$ cat src/rtl/pmem_arbiter.sv
// Shares one physical-memory port between the I-cache fill path and the D-cache fill/writeback path.
// Define ARB_ROUND_ROBIN_EN to replace fixed D-over-I priority with an alternating pointer.
module pmem_arbiter #(
  parameter int ADDR_W = 16,
  parameter int LINE_W = 128
) (
  input  logic              clk,
  input  logic              rst_n,
  input  logic              i_pmem_read,
  input  logic [ADDR_W-1:0] i_pmem_address,
  output logic [LINE_W-1:0] i_pmem_rdata,
  output logic              i_pmem_resp,
  input  logic              d_pmem_read,
  input  logic              d_pmem_write,
  input  logic [ADDR_W-1:0] d_pmem_address,
  input  logic [LINE_W-1:0] d_pmem_wdata,
  output logic [LINE_W-1:0] d_pmem_rdata,
  output logic              d_pmem_resp,
  output logic              pmem_read,
  output logic              pmem_write,
  output logic [ADDR_W-1:0] pmem_address,
  output logic [LINE_W-1:0] pmem_wdata,
  input  logic [LINE_W-1:0] pmem_rdata,
  input  logic              pmem_resp
);

  localparam logic [1:0] IDLE    = 2'd0;
  localparam logic [1:0] SERVE_I = 2'd1;
  localparam logic [1:0] SERVE_D = 2'd2;

  typedef struct packed {
    logic              rd;
    logic              wr;
    logic [ADDR_W-1:0] addr;
    logic [LINE_W-1:0] wdata;
  } cmd_t;

  logic [1:0] state, state_nxt;
  cmd_t       cmd_q, cmd_nxt;
  logic       i_req, d_req, grant_d, grant_i;

  assign i_req = i_pmem_read;
  assign d_req = d_pmem_read | d_pmem_write;

`ifdef ARB_ROUND_ROBIN_EN
  logic rr_q;  // 0: D favoured on a tie, 1: I favoured
  logic done;

  assign done    = (state != IDLE) & pmem_resp;
  assign grant_d = d_req & (~i_req | ~rr_q);

  always_ff @(posedge clk or negedge rst_n) begin
    if (!rst_n)    rr_q <= 1'b0;
    else if (done) rr_q <= (state == SERVE_D);
  end
`else
  assign grant_d = d_req;
`endif

  assign grant_i = i_req & ~grant_d;

  always_comb begin
    state_nxt = state;
    cmd_nxt   = cmd_q;
    case (state)
      IDLE: begin
        if (grant_d) begin
          state_nxt     = SERVE_D;
          cmd_nxt.rd    = d_pmem_read;
          cmd_nxt.wr    = d_pmem_write;
          cmd_nxt.addr  = d_pmem_address;
          cmd_nxt.wdata = d_pmem_wdata;
        end else if (grant_i) begin
          // I side never writes; leave the last write data in place
          state_nxt    = SERVE_I;
          cmd_nxt.rd   = 1'b1;
          cmd_nxt.wr   = 1'b0;
          cmd_nxt.addr = i_pmem_address;
        end
      end
      SERVE_I, SERVE_D: begin
        if (pmem_resp) begin
          state_nxt  = IDLE;
          cmd_nxt.rd = 1'b0;
          cmd_nxt.wr = 1'b0;
        end
      end
      default: begin
        state_nxt  = IDLE;
        cmd_nxt.rd = 1'b0;
        cmd_nxt.wr = 1'b0;
      end
    endcase
  end

  always_ff @(posedge clk or negedge rst_n) begin
    if (!rst_n) begin
      state <= IDLE;
      cmd_q <= '0;
    end else begin
      state <= state_nxt;
      cmd_q <= cmd_nxt;
    end
  end

  assign pmem_read    = cmd_q.rd;
  assign pmem_write   = cmd_q.wr;
  assign pmem_address = cmd_q.addr;
  assign pmem_wdata   = cmd_q.wdata;

  // Completion is steered by the grant state, so a resp seen in IDLE goes nowhere
  assign i_pmem_resp  = (state == SERVE_I) & pmem_resp;
  assign d_pmem_resp  = (state == SERVE_D) & pmem_resp;
  assign i_pmem_rdata = pmem_rdata;
  assign d_pmem_rdata = pmem_rdata;

endmodule
$ cat config.mk
export PLATFORM = sky130hd
export DESIGN_NAME = pmem_arbiter
export DESIGN_NICKNAME = d
export VERILOG_FILES = /design/src/rtl/pmem_arbiter.sv
export SDC_FILE = /design/constraint.sdc
export NUM_CORES = 1
export LEC_CHECK = 0
export BUFFER_PORTS_ARGS = -buffer_cell sky130_fd_sc_hd__buf_4
export CAP_MARGIN = 5
export CORE_AREA = 8 8 266 268
export DETAILED_ROUTE_END_ITERATION = 6
export DIE_AREA = 0 0 274 276
export GPL_TIMING_DRIVEN = 0
export PLACE_DENSITY = 0.41
export SLEW_MARGIN = 15
export SYNTH_ARGS = -nofsm -noshare
export SYNTH_HDL_FRONTEND = slang
export SYNTH_SLANG_ARGS = --single-unit
$ cat constraint.sdc
create_clock -name clk -period 2.2 [get_ports clk]
set_clock_uncertainty 0.1 [all_clocks]
set_input_delay 0.11 -clock clk [delete_from_list [all_inputs] [get_ports clk]]
set_output_delay 0.11 -clock clk [all_outputs]
set_load 0.03 [all_outputs]
==> impl_metrics.json, run 1 <==
{
  "status": "finished clean",
  "ant_nets": 0,
  "path_clk_slew_ns": 0.07,
  "reg2reg_from": "state[0]",
  "layout_min_cycle_time_ns": 2.08,
  "slew_viol_final": 0,
  "synthCells": 624,
  "wl_um": 33100,
  "htree_num_levels": 4,
  "nets": 1680,
  "r2r_slack_ns": 0.12,
  "clock_latency_ns": 0.46,
  "endpoint_kind": "flip-flop",
  "cts_buffer_depth": 2,
  "post_synth.cell_area_avg_um2": 12.3,
  "drt_first_pass_iters": 4,
  "finalPower_w": 0.0179,
  "cts_tree": "yes",
  "fp-row-count": 95,
  "start_util_pct": 11.5,
  "io_buffer_count": 569,
  "setup_ws_ns": 0.117,
  "wl_met3_um": 3920,
  "worst_pin_slew_ns": 0.528,
  "grt_pass1_vias": 7994,
  "cts_post_setup_buffers_inserted": 0,
  "yosysUniqueCellTypes": 23,
  "layout-drive-gt1-share_pct": 64.9,
  "worstReg2RegEnd": "pmem_write",
  "ys_ff_latch": 148,
  "viasPerCell": 3.11,
  "antenna_found_initial": 2,
  "grt.total_usage_pct": 8.33,
  "ff2ff_path_depth": 6,
  "die_w_um": 274,
  "cts.sinks": 148,
  "met1_length_um": 10400,
  "slew_headroom_pct": 64.8,
  "dp_hpwl_um": 27100,
  "synth_area_um2": 7660,
  "rsz0062_at_grt": "false",
  "fmax_mhz": 480,
  "overflow": 0,
  "wl_per_cell_um": 14.6,
  "drc": 0,
  "cts_made_buffers": 17,
  "hp-class": "in -> async",
  "maxCapViolations": 0,
  "cp_max_fo": 4,
  "cts_root_buf": "clkbuf_16",
  "die_h_um": 276,
  "ir_drop_mv": 0.661,
  "syn_nets": 921,
  "gp_congestion": 0.708,
  "p_per_area_nw_per_um2": 1170,
  "cp.required_ns": 2.44,
  "utilization_pct": 23.1,
  "wl_met2_um": 18300,
  "first_iter_violations": 151,
  "grt_pass1_wl_um": 48500,
  "grt_max_degree": 89,
  "synth_top_flop_cell": "dfrtp_1",
  "fill_cells": 7190,
  "boundaryPins": 698,
  "holdWs_ns": 0.0781,
  "synth_enable_flop_cells": 0,
  "async_flop_share_pct": 100,
  "hold_violations": 0,
  "core_um2": 66600,
  "dieArea_um2": 75600,
  "start_kind": "flip-flop",
  "num_vias": 7049,
  "yosysWarnings": 0,
  "area_growth_pct": 101,
  "highest_layer": "met5",
  "pre_cts_ws_ns": -0.212,
  "n_antenna_cell": 0,
  "p_leak_nw": 7.52,
  "setup_viol": 0,
  "post-route-period-util_pct": 94.7,
  "ys_seq_area_share_pct": 48.4,
  "worstPathArrival_ns": 2.33,
  "critPathKind": "reg -> reg"
}
## layer usage
| metal | GRT usage (%) | vias to the layer above |
|---|---|---|
| met1 | 7.39 | 3334 |
| met3 | 4.06 | 28 |
| li1 | - | 3326 |
| met4 | 2.68 | 2 |
| met5 | 0 | - |
| met2 | 16.1 | 359 |
## worst max-delay path: stages, from the launching register on
cell and delay [ns]:
dfrtp_1 0.40, inv_1 0.08, ha_2 0.32, nand2b_1 0.11, a22o_1 0.25, a22o_1 0.17, dlygate4sd3_1 0.55
## where the power goes
group,switching [W],internal (W),leakage [nW]
Combinational,0.00580,0.00418,5.49
Clock,0.00144,0.00161,0.285
Sequential,0.000749,0.00413,1.74
Total,0.00799,0.00992,7.52
## worst max-delay path by stage
| stage | endpoint | start | slack, ns |
|---|---|---|---|
| finish | pmem_write | state[0] | 0.12 |
| global route | pmem_write | state[0] | 0.009 |
| CTS | pmem_wdata[74] | state[0] | 0.05 |
| detailed placement | pmem_wdata[71] | state[0] | -0.21 |
| global placement | pmem_wdata[71] | state[0] | -0.20 |
| floorplan | pmem_wdata[115] | state[0] | 0.51 |
## flip-flops by register name (all words and copies together) (netlist names)
register and count:
state 2, pmem_write 1, pmem_read 1, pmem_address 16, pmem_wdata 128
## cells in the mapped netlist (all sizes together), types with 2 or more instances
cell type | number | area (µm²)
a22o | 2 | 17.5
ha | 3 | 37.5
dfrtp | 148 | 3700
mux2 | 128 | 1440
mux2i | 16 | 160
a21oi | 4 | 20.0
nand2 | 18 | 67.6
nor2 | 4 | 22.5
o21ai | 17 | 85.1
and2 | 2 | 12.5
buf | 273 | 2040
inv | 3 | 11.3
## layout make-up
class / instances / area [µm²] / area share (%)
Sequential cell: 148 / 3700 / 24.1
Tap cell: 873 / 1090 / 7.11
Inverter: 3 / 11.3 / 0.0733
Clock inverter: 15 / 168 / 1.09
Timing Repair Buffer: 740 / 6010 / 39.1
Buffer: 274 / 2050 / 13.4
Clock buffer: 17 / 425 / 2.77
Multi-Input combinational cell: 199 / 1910 / 12.4
## logic make-up (layout without fill, tap and decap cells)
| kind of cell | after synthesis | after routing | synth area share (%) |
|---|---|---|---|
| multiplexers | 144 | 144 | 20.9 |
| AND/OR/NAND/NOR | 26 | 26 | 1.50 |
| adder cells (fa/ha/maj) | 3 | 3 | 0.490 |
| AO/OA/AOI/OAI | 26 | 26 | 1.90 |
| buffers and inverters | 277 | 1049 | 26.8 |
| flip-flops | 148 | 148 | 48.4 |
## cell usage in the layout (no fill, tap or decap), types with 14 or more instances in the layout
cell type      instances
nand2_1               18
mux2i_1               16
dfrtp_1              148
dlygate4sd3_1        170
buf_4                835
mux2_1               101
mux2_2                27
o21ai_0               14
clkbuf_16             17
## timing repair
action                                  in CTS  in global routing
endpoints found under the setup margin     100                 60
hold buffers                               170                  0
hold endpoints to repair                   273                  0
resized for setup                            2                  4
## per-stage QoR
step / cell area, µm² / TNS (ns) / instances
after floorplan: 7660 / 0 / 624
after global placement: 13000 / -21.94 / 2066
after detailed placement: 13100 / -17.24 / 2067
after CTS: 15400 / 0 / 2269
after global routing: 15400 / 0 / 2269
final: 15400 / 0 / 2269
Power figures use the tool's default switching activity.
==> inputs of run 2 (changes only) <==
--- a/config.mk
+++ b/config.mk
@@ -8,9 +8,9 @@
 export BUFFER_PORTS_ARGS = -buffer_cell sky130_fd_sc_hd__buf_4
 export CAP_MARGIN = 5
-export CORE_AREA = 8 8 266 268
+export CORE_AREA = 2 2 276 278
 export DETAILED_ROUTE_END_ITERATION = 6
-export DIE_AREA = 0 0 274 276
+export DIE_AREA = 0 0 278 280
 export GPL_TIMING_DRIVEN = 0
-export PLACE_DENSITY = 0.41
+export PLACE_DENSITY = 0.38
 export SLEW_MARGIN = 15
 export SYNTH_ARGS = -nofsm -noshare
==> constraint.sdc (replaced) <==
create_clock -name clk -period 2.2 [get_ports clk]
set_clock_uncertainty 0.1 [all_clocks]
set_input_delay 0.55 -clock clk [delete_from_list [all_inputs] [get_ports clk]]
set_output_delay 0.55 -clock clk [all_outputs]
set_load 0.03 [all_outputs]
==> run 2 against run 1 <==
Against the previous run: via count shrank 9.3%; die area grew 2.9%; global-route usage shrank 1.0 points; routed wire length shrank 9.7%; cell count shrank 2.8%; critical path type is now reg -> out; critical endpoint is now d_pmem_resp; largest power group unchanged.
==> impl_metrics.json, run 2 (synthesis results as in run 1) <==
{
  "status": "finished clean",
  "post-route-period-util_pct": 93.6,
  "r2r_slack_ns": 0.18,
  "gp_congestion": 0.748,
  "final_common_cell": "buf_4",
  "slew_headroom_pct": 54.5,
  "io_buffer_count": 569,
  "setup_tns_ns": 0,
  "ant_nets": 0,
  "rsz0062_at_grt": "true",
  "setup_viol": 0,
  "die_h_um": 280,
  "boundaryPins": 698,
  "cts_tree": "yes",
  "clock_latency_ns": 0.47,
  "reg2reg_from": "state[0]",
  "viasPerCell": 2.90,
  "nets": 1513,
  "finalPower_w": 0.0176,
  "p_leak_nw": 6.83,
  "path_clk_slew_ns": 0.07,
  "final-instance-count-excl-fill": 2206,
  "overflow": 0,
  "cp.required_ns": 1.55,
  "drc": 0,
  "hold_violations": 0,
  "hold_start": "d_pmem_wdata[121]",
  "antenna_found_initial": 5,
  "layout_min_cycle_time_ns": 2.06,
  "drt_first_pass_iters": 3,
  "cp_max_fo": 3,
  "critPathKind": "reg -> out",
  "grt_pass1_vias": 6474,
  "num_vias": 6395,
  "start_kind": "flip-flop",
  "layout-drive-gt1-share_pct": 73.5,
  "slowest_delay_ns": 0.38,
  "maxCapViolations": 0,
  "cts.sinks": 148,
  "worst_pin_slew_ns": 0.683,
  "first_iter_violations": 118,
  "wl_um": 29900,
  "wl_per_cell_um": 13.6,
  "grt_pass1_wl_um": 41300,
  "p_per_area_nw_per_um2": 1280,
  "fp-row-count": 101,
  "slowest_stage": "dfrtp_1",
  "grt.total_usage_pct": 7.30,
  "endpoint_kind": "primary output",
  "largest_reg_flops": 128,
  "area_growth_pct": 80.5,
  "dp_hpwl_um": 24300,
  "slew_viol_final": 0,
  "cts_made_buffers": 17,
  "ir_drop_mv": 0.614,
  "startpoint": "state[0]",
  "dp_cells": 2172,
  "htree_num_levels": 4,
  "n_antenna_cell": 0,
  "grt_max_degree": 77,
  "fmax_mhz": 486,
  "start_util_pct": 10.2,
  "ff2ff_path_depth": 6,
  "worstPathArrival_ns": 1.41,
  "die_w_um": 278,
  "worstReg2RegEnd": "pmem_wdata[116]",
  "final_cell_mix": "buf_4 (834), dfrtp_1 (148), mux2_1 (101)",
  "dieArea_um2": 77800,
  "crit_chain": "inv_1 > ha_1 > and2_1 > buf_6",
  "hp-class": "in -> reg",
  "hold_depth": 2,
  "cts_buffer_depth": 2,
  "min_to": "pmem_wdata[121]",
  "core_um2": 75200,
  "cts_root_buf": "clkbuf_16"
}
## run 2: timing repair
item,4_1_cts,5_1_grt
hold endpoints to repair,75,0
setup buffers,0,1
endpoints found under the setup margin,100,28
cloned,1,0
pin swaps,0,0
hold buffers,1,0
gates resized for setup,4,4
## run 2: worst max-delay path by stage
stage               cells after the start  slack (ns)         endpoint
floorplan                               6        0.51  pmem_wdata[115]
global placement                        1       -0.59  pmem_wdata[109]
detailed placement                      5       -0.33   pmem_wdata[62]
CTS                                     6       0.007  pmem_wdata[116]
global route                            6      -0.001   pmem_wdata[36]
finish                                  4        0.14      d_pmem_resp
## run 2: area by class of cell
class                           instances  area [µm²]
Fill cell                            8365       61400
Timing Repair Buffer                  573        4340
Sequential cell                       148        3700
Buffer                                274        2060
Multi-Input combinational cell        199        1900
Tap cell                              978        1220
Clock buffer                           21         460
Clock inverter                         10         124
Inverter                                3        11.3
## run 2: layer usage
metal	up-vias	track usage, %	share of wire (%)
met5	-	0	0.087
met4	4	2.70	1.6
met3	23	3.71	11
met2	371	13.6	55
met1	3003	6.76	32
li1	2994	-	-
## run 2: power breakdown
group / leakage, nW / total, W / internal [W] / switching, W
Combinational: 4.80 / 0.00967 / 0.00394 / 0.00573
Sequential: 1.74 / 0.00487 / 0.00413 / 0.000739
Clock: 0.286 / 0.00309 / 0.00174 / 0.00135
## run 2: worst max-delay path: cells and delay by family, from the launching register on
kind | cells | cell delay [ns]
flip-flops | 1 | 0.38
AND/OR/NAND/NOR | 1 | 0.16
buffers and inverters | 2 | 0.21
adder cells (fa/ha/maj) | 1 | 0.19
## run 2: per-stage QoR
stage                     cell area [µm²]  util [%]  setup WS, ns  hold WS [ns]
after floorplan                      7660         -         0.510         0.154
after global placement              13200      17.5        -0.587         0.365
after detailed placement            13200      17.5        -0.327         0.378
after CTS                           13800      18.4       0.00717         0.123
after global routing                13800      18.4      -0.00113         0.150
final                               13800      18.4         0.141         0.186
